## src/rtl/phase_meter_pkg.sv

```systemverilog
// Shared FSM state type and counter saturation helper for the phase meter.
package phase_meter_pkg;

    typedef enum logic [1:0] {
        IDLE,
        ARM,
        MEASURE
    } state_t;

    // All-ones value of a counter of the given width (widths up to 64 bits).
    function automatic logic [63:0] cnt_sat(input int unsigned width);
        if (width >= 64) begin
            return '1;
        end
        return (64'd1 << width) - 64'd1;
    endfunction

endpackage

```

## src/rtl/phase_meter_edge_sync.sv

```systemverilog
// Input synchroniser followed by a one-cycle strobe on the selected edge.
module edge_sync #(
    parameter int unsigned SYNC_STAGES = 2
) (
    input  logic clk,
    input  logic rst_n,
    input  logic edge_sel,
    input  logic din,
    output logic stb
);

    logic [SYNC_STAGES-1:0] sync;
    logic                   prev;

    always_ff @(posedge clk or negedge rst_n) begin
        if (!rst_n) begin
            sync <= '0;
            prev <= 1'b0;
        end else begin
            sync <= {sync[SYNC_STAGES-2:0], din};
            prev <= sync[SYNC_STAGES-1];
        end
    end

    always_comb begin
        stb = 1'b0;
        if (edge_sel) begin
            stb = sync[SYNC_STAGES-1] & ~prev;
        end else begin
            stb = ~sync[SYNC_STAGES-1] & prev;
        end
    end

endmodule

```

## src/rtl/phase_meter.sv

```systemverilog
// Reference period and per-channel phase delay meter, counted in clk cycles.
module phase_meter
    import phase_meter_pkg::*;
#(
    parameter int unsigned WIDTH       = 32,
    parameter int unsigned CH          = 4,
    parameter int unsigned SYNC_STAGES = 2
) (
    input  logic                clk,
    input  logic                rst_n,
    input  logic                en,
    input  logic                edge_sel,
    input  logic                ref_in,
    input  logic [CH-1:0]       sig_in,
    output logic [WIDTH-1:0]    period,
    output logic [CH*WIDTH-1:0] phase,
    output logic [CH-1:0]       ch_hit,
    output logic                result_valid,
    output logic                overflow
);

    localparam logic [WIDTH-1:0] CNT_MAX = WIDTH'(cnt_sat(WIDTH));

    state_t                     state;
    logic [WIDTH-1:0]           cnt;
    logic [CH-1:0][WIDTH-1:0]   shadow;
    logic [CH-1:0]              hit_sh;
    logic                       ref_stb;
    logic [CH-1:0]              sig_stb;

    edge_sync #(.SYNC_STAGES(SYNC_STAGES)) u_ref_sync (
        .clk      (clk),
        .rst_n    (rst_n),
        .edge_sel (edge_sel),
        .din      (ref_in),
        .stb      (ref_stb)
    );

    for (genvar g = 0; g < CH; g++) begin : g_sig
        edge_sync #(.SYNC_STAGES(SYNC_STAGES)) u_sig_sync (
            .clk      (clk),
            .rst_n    (rst_n),
            .edge_sel (edge_sel),
            .din      (sig_in[g]),
            .stb      (sig_stb[g])
        );
    end

    always_ff @(posedge clk or negedge rst_n) begin
        if (!rst_n) begin
            state        <= IDLE;
            cnt          <= '0;
            shadow       <= '0;
            hit_sh       <= '0;
            period       <= '0;
            phase        <= '0;
            ch_hit       <= '0;
            result_valid <= 1'b0;
            overflow     <= 1'b0;
        end else begin
            result_valid <= 1'b0;
            if (!en) begin
                state <= IDLE;
                cnt   <= '0;
            end else begin
                unique case (state)
                    IDLE: begin
                        cnt   <= '0;
                        state <= ARM;
                    end
                    ARM: begin
                        // A channel edge coincident with the reference edge opens the window at phase 0.
                        if (ref_stb) begin
                            cnt    <= WIDTH'(1);
                            shadow <= '0;
                            hit_sh <= sig_stb;
                            state  <= MEASURE;
                        end
                    end
                    MEASURE: begin
                        if (ref_stb) begin
                            period <= cnt;
                            for (int unsigned i = 0; i < CH; i++) begin
                                phase[i*WIDTH +: WIDTH] <= hit_sh[i] ? shadow[i] : '0;
                            end
                            ch_hit       <= hit_sh;
                            overflow     <= 1'b0;
                            result_valid <= 1'b1;
                            cnt          <= WIDTH'(1);
                            shadow       <= '0;
                            hit_sh       <= sig_stb;
                        end else if (cnt == CNT_MAX) begin
                            overflow <= 1'b1;
                            state    <= ARM;
                        end else begin
                            cnt <= cnt + WIDTH'(1);
                            for (int unsigned i = 0; i < CH; i++) begin
                                if (sig_stb[i] && !hit_sh[i]) begin
                                    shadow[i] <= cnt;
                                    hit_sh[i] <= 1'b1;
                                end
                            end
                        end
                    end
                    default: state <= IDLE;
                endcase
            end
        end
    end

endmodule

```

## config.mk

```make
export PLATFORM = sky130hd
export DESIGN_NAME = phase_meter
export DESIGN_NICKNAME = d
export VERILOG_FILES = /design/src/rtl/phase_meter_pkg.sv /design/src/rtl/phase_meter_edge_sync.sv /design/src/rtl/phase_meter.sv
export SDC_FILE = /design/constraint.sdc
export NUM_CORES = 1
export LEC_CHECK = 0
export CAP_MARGIN = 20
export CORE_UTILIZATION = 30
export CTS_CLUSTER_DIAMETER = 200
export DETAILED_ROUTE_END_ITERATION = 8
export PLACE_DENSITY = 0.53
export SLEW_MARGIN = 20
export SYNTH_ARGS = -nofsm -noshare
export SYNTH_HDL_FRONTEND = slang
export SYNTH_SLANG_ARGS = --single-unit
```

## constraint.sdc

```tcl
create_clock -name clk -period 2.8 [get_ports clk]
set_clock_uncertainty 0.2 [all_clocks]
set_input_delay 0.42 -clock clk [delete_from_list [all_inputs] [get_ports clk]]
set_output_delay 0.42 -clock clk [all_outputs]
set_load 0.05 [all_outputs]
```

# After elaboration in Yosys (flattened, before gate mapping)
# Index checks and enable logic that the tools add are counted.
# classes
muxes	40
n_addsub	1
bitwise	20
reduce_logical	19
eq_ne	14
# ops
op	count
$mux W128	3
$mux W32	12
$pmux W128 S2	1
$pmux W32 S3	1
$add A32 B1 Y32 const B	1
$eq A32 B32 Y1 const B	1
$ne A3 B3 Y1 const B	8
$reduce_and A5 Y1	4
$mux W1	14
$mux W4	3
$reduce_and A3 Y1	4
$and A1 B1 Y1	10
$not A1 Y1	10
$mux W2	4
$pmux W4 S2	1
$pmux W2 S3	1
$logic_and A1 B1 Y1	4
$logic_not A1 Y1	4
$ne A4 B1 Y1 const B	1
$ne A4 B4 Y1 const B	1
$reduce_bool A2 Y1	2
$eq A2 B1 Y1 const B	1
$eq A2 B2 Y1 const B	1
$logic_not A2 Y1	1
$ne A2 B2 Y1 const B	1
# totals
elab_cells	119
inputBits	9
register_bits	347

# Longest topological paths before layout
# depth
word_depth	8
depth_mapped	11
mapped_depth_nobuf	7

# Cells and area by module
# Synthesis repeated with hierarchy kept, for this count alone.
# hier_totals
hier_cells	1448
hier_area_um2	14244.9
# modules_own_cells
mod	n_inst	seq_area_each_um2	cells_per_inst	area_each_um2
phase_meter	1	8308.0	1418	13756.9
edge_sync	5	75.1	6	97.6

# Least setup slack after synthesis
# OpenSTA, ideal clock, no wires.
# synth_path
path_type	reg2reg
startpoint	register state[0]
endpoint	register shadow[8] in the netlist's numbering
required_time_ns	2.534
arrival_ns	2.081
path_slack_ns	0.453
setup_time_ns	0.066
stages_incl_launch_ff	10
period_less_slack_ns	2.347
path_cell_list	dfrtp_1 -> inv_1 -> ha_1 -> clkbuf_1 -> nand3_1 -> nor3_1 -> nand3_1 -> nor3_2 -> buf_2 -> a22o_1
# synth_via
elab_chain_len	3
word_cells_on_any_way	8
classes_between	eq/ne (5); mux (1); reduce/logical (2)
# synth_rtl
element	line_no	rtl
start, declared	phase_meter.sv:24	state_t state;
start signal, assigned	phase_meter.sv:51	state <= IDLE;
start signal, assigned	phase_meter.sv:63	state <= IDLE;
start signal, assigned	phase_meter.sv:69	state <= ARM;
$eq A2 B2 Y1 / $eq A2 B1 Y1 (equally long branches)	phase_meter.sv:66	unique case (state)
$ne A3 B3 Y1 (no source line), or another cell as far along	-	
$reduce_and A5 Y1 (no source line)	-	
end signal, assigned by index	phase_meter.sv:99	shadow[i] <= cnt;
end, declared	phase_meter.sv:26	logic [CH-1:0][WIDTH-1:0] shadow;
# Parallel ways exist; a longest one is shown, timed or not.
# A chain may end at the register's enable or synchronous reset.

# Final worst setup path
# layout_path
startpoint	register cnt[30]
endpoint	register shadow[63] in the netlist's numbering
# layout_via
elab_chain_len	3
# layout_rtl
element	line_no	rtl
start, declared	phase_meter.sv:25	logic [WIDTH-1:0] cnt;
start signal, assigned	phase_meter.sv:96	cnt <= cnt + WIDTH'(1);
$eq A32 B32 Y1	phase_meter.sv:92	end else if (cnt == CNT_MAX) begin
$ne A3 B3 Y1 (no source line)	-	
$reduce_and A5 Y1 (no source line)	-	
# Every way passes these cells.

==> results.sh <==
export IMPL_worstPathMaxFanout=34
export IMPL_status="finished clean"
export IMPL_wl_um=38900
export IMPL_clockBufferDepth=3
export IMPL_tightest_slew_ps=641
export IMPL_post_cts_setup_buffers=0
export IMPL_max_freq_ghz=0.397
export IMPL_cts_clk_slew_worst_paths_ps=60
export IMPL_post_route_period_util=0.899
export IMPL_synth_mux_area_fraction=0.00144
export IMPL_numPortBuffers=174
export IMPL_grt_pass1_wl_um=62000
export IMPL_synth_area_um2=13900
export IMPL_synth_edf_count=0
export IMPL_n_antenna_cell=0
export IMPL_grt_max_degree=76
export IMPL_viasPerCell=4.77
export IMPL_die_area_um2=47400
export IMPL_ys_ff_latch=347
export IMPL_drcViolationCount=0
export IMPL_synth_top_area_cell="dfrtp_1"
export IMPL_numClockSinks=347
export IMPL_yosysMostFrequentCell="nand2_1"
export IMPL_io_pin_count=175
export IMPL_critPathKind="reg2reg"
export IMPL_crit_slowest_cell="or4_1"
export IMPL_setup_tns_ps=0
export IMPL_synth_simple_area_share=0.226
export IMPL_start_util=0.306
export IMPL_p_per_area_nw_per_um2=672
export IMPL_place_congestion=0.843
export IMPL_dp_cells=2187
export IMPL_cp_slowest_stage_delay_ps=660
export IMPL_overflow=0
export IMPL_cts_buffers=40
export IMPL_firstDrtPassIters=5
export IMPL_fin_cells=2258
export IMPL_synth_nets=1464
export IMPL_drt_iter0_markers=631
export IMPL_hpwlAfterDp_um=26700
export IMPL_grt_pass1_vias=10600
export IMPL_final_hold_violation_count=0
export IMPL_synth_top_cell_area_share=0.623
export IMPL_drv_cap=0
export IMPL_slew_viol_final=0
export IMPL_synthXorXnorAreaFrac=0.000628
export IMPL_yosys_warnings=0
export IMPL_seq_area_frac_synth=0.623
export IMPL_syn_area_per_cell_um2=9.62
export IMPL_cp_required_ps=3060
export IMPL_fin_area_um2=18100
export IMPL_synth_fa_ha_area_frac=0.00449
export IMPL_min_path_type="in2reg"
export IMPL_synthFlopType="dfrtp_1"
export IMPL_rsz0062_at_grt="false"
export IMPL_power_total_mw=12.2
export IMPL_synth_top_family_by_area="simple AND/OR/NAND/NOR gates"
export IMPL_syn_instance_count=1450
export IMPL_area_growth_pct=29.9
export IMPL_grt_usage=0.167
export IMPL_core_um2=45600
export IMPL_drtAntennaViolNets=0
export IMPL_slew_headroom=0.571
export IMPL_finish_utilization=0.397
export IMPL_vias=10800
export IMPL_antenna_found_initial=0
export IMPL_crit_path_cell_trace="nand4_1, or4_1, o211a_1, o21ai_4, buf_12, nand2_1, o21ai_0"
export IMPL_wire_per_inst_um=17.2
export IMPL_cts_tree="yes"
export IMPL_clockRootBuffer="clkbuf_16"
export IMPL_synth_compound_gate_area_share=0.105
export IMPL_p_leak_nw=8.63
export IMPL_cts_resized=0
export IMPL_period_minus_slack_ps=2520
export IMPL_place_area_um2=16700
export IMPL_fin_nets=1644
export IMPL_core_rowCount=78
export IMPL_critPathTopFamily="simple AND/OR/NAND/NOR gates"
export IMPL_clock_latency_ps=550
export IMPL_cts_htree_levels=2
export IMPL_setup_viol=0
export IMPL_crit_arrival_ps=2780
export IMPL_crit_path_start_kind="register"
export IMPL_ys_types=54
export IMPL_dieHeight_um=218
export IMPL_synthTopCellsByCount="nand2_1 (511), dfrtp_1 (347), nand3_1 (148)"
export IMPL_drive_gt1_frac=0.0971
export IMPL_worst_path_buf_inv=1
export IMPL_synthTopCellsByArea="dfrtp_1 (62%), nand2_1 (14%), nand3_1 (5.3%)"
export IMPL_crit_path_end_kind="register"
export IMPL_synthArstFlopShare=1.00
export IMPL_die_w_um=218
export IMPL_vdd_drop_max_mv=0.308
## worst reg2reg max path, cell delays in order (launching register included)
cell     delay [ps]
dfrtp_1         360
nand4_1         170
or4_1           660
o211a_1         290
o21ai_4         350
buf_12          240
nand2_1          90
o21ai_0          70
## worst paths after layout
path / slack, ps / endpoint / startpoint / depth (start not counted)
max: 280 / shadow[63]$_DFFE_PN0P_ / cnt[30]$_DFFE_PN0P_ / 7
max reg2reg: 280 / shadow[63]$_DFFE_PN0P_ / cnt[30]$_DFFE_PN0P_ / 7
min in group asynchronous: 190 / phase[25]$_DFFE_PN0N_ / rst_n / 2
min reg2reg: 150 / g_sig[0].u_sig_sync.sync[1]$_DFF_PN0_ / g_sig[0].u_sig_sync.sync[0]$_DFF_PN0_ / 0
max in group asynchronous: 1430 / phase[0]$_DFFE_PN0N_ / rst_n / 3
min: 110 / g_sig[2].u_sig_sync.sync[0]$_DFF_PN0_ / sig_in[2] / 1
## logic make-up (layout without fill, tap and decap cells)
group,count (synthesis),after routing
compound gates,237,237
simple gates,737,737
xor+xnor,1,1
flops,347,347
buf+inv,121,329
fa+ha+maj,5,5
mux,2,2
## metrics by stage
step / hold slack (ps) / worst slack, ps
after detailed placement: 139 / -11.8
after CTS: 70.3 / 261
after global placement: 140 / 11.8
final: 108 / 282
after floorplan: -75.6 / 453
after global routing: 80.6 / 81.0
## registers in the layout, summed over array words and instances (netlist names)
signal,count
phase,128
result_valid,1
u_ref_sync.prev,1
g_sig.u_sig_sync.sync,8
cnt,32
state,2
g_sig.u_sig_sync.prev,4
ch_hit,4
overflow,1
u_ref_sync.sync,2
period,32
hit_sh,4
shadow,128
## area by class of cell
| type | instances | area (um^2) |
|---|---|---|
| multi-input combinational | 982 | 4720 |
| sequential | 347 | 8680 |
| clock buffer | 51 | 1150 |
| fill | 4520 | 27500 |
| tap | 600 | 751 |
| clock inverter | 19 | 208 |
| inverter | 9 | 38.8 |
| timing repair buffer | 250 | 2560 |
## what timing repair did
| item | in CTS | in global routing |
|---|---|---|
| hold endpoints to repair | 57 | 0 |
| setup endpoints to repair | 0 | 0 |
| hold buffers | 1 | 0 |
## layer usage
layer / routed length [um] / share of wire / global-route usage / vias to the layer above
met3: 2040 / 0.053 / 0.0384 / 55
met1: 19000 / 0.49 / 0.244 / 5264
met4: 664 / 0.017 / 0.0387 / 0
li1: - / - / - / 5220
met5: 0 / 0 / 0 / -
met2: 17200 / 0.44 / 0.250 / 236
## layout by cell type, fill, tap and decap left out, types with 6 or more instances in the layout
master           synthesis  routed
and3_1                   7       7
buf_4                    8      56
a31oi_1                 11      11
a21oi_1                 15      15
clkdlybuf4s50_1          0     173
o21ai_0                116     116
clkinv_2                 0      10
nand3_1                148     148
inv_1                    8       8
o211ai_1                10      10
nor3_1                   7       7
and4_1                   6       6
nor2_1                  18      18
o21ai_1                 23      23
clkbuf_16                0      41
nand2_1                511     511
a22o_1                  35      35
nand4_1                 13      13
clkbuf_8                 0       9
buf_12                   0      19
o31ai_1                  8       8
dfrtp_1                347     347
## report_power, final
group          internal (mW)  switching (mW)  leakage, nW
Sequential              5.09          0.0468         4.81
Combinational          0.456            1.22         3.15
Clock                   3.27            2.09        0.668
Total                   8.82            3.35         8.63
Note: power is estimated with default switching activity, not from simulation.
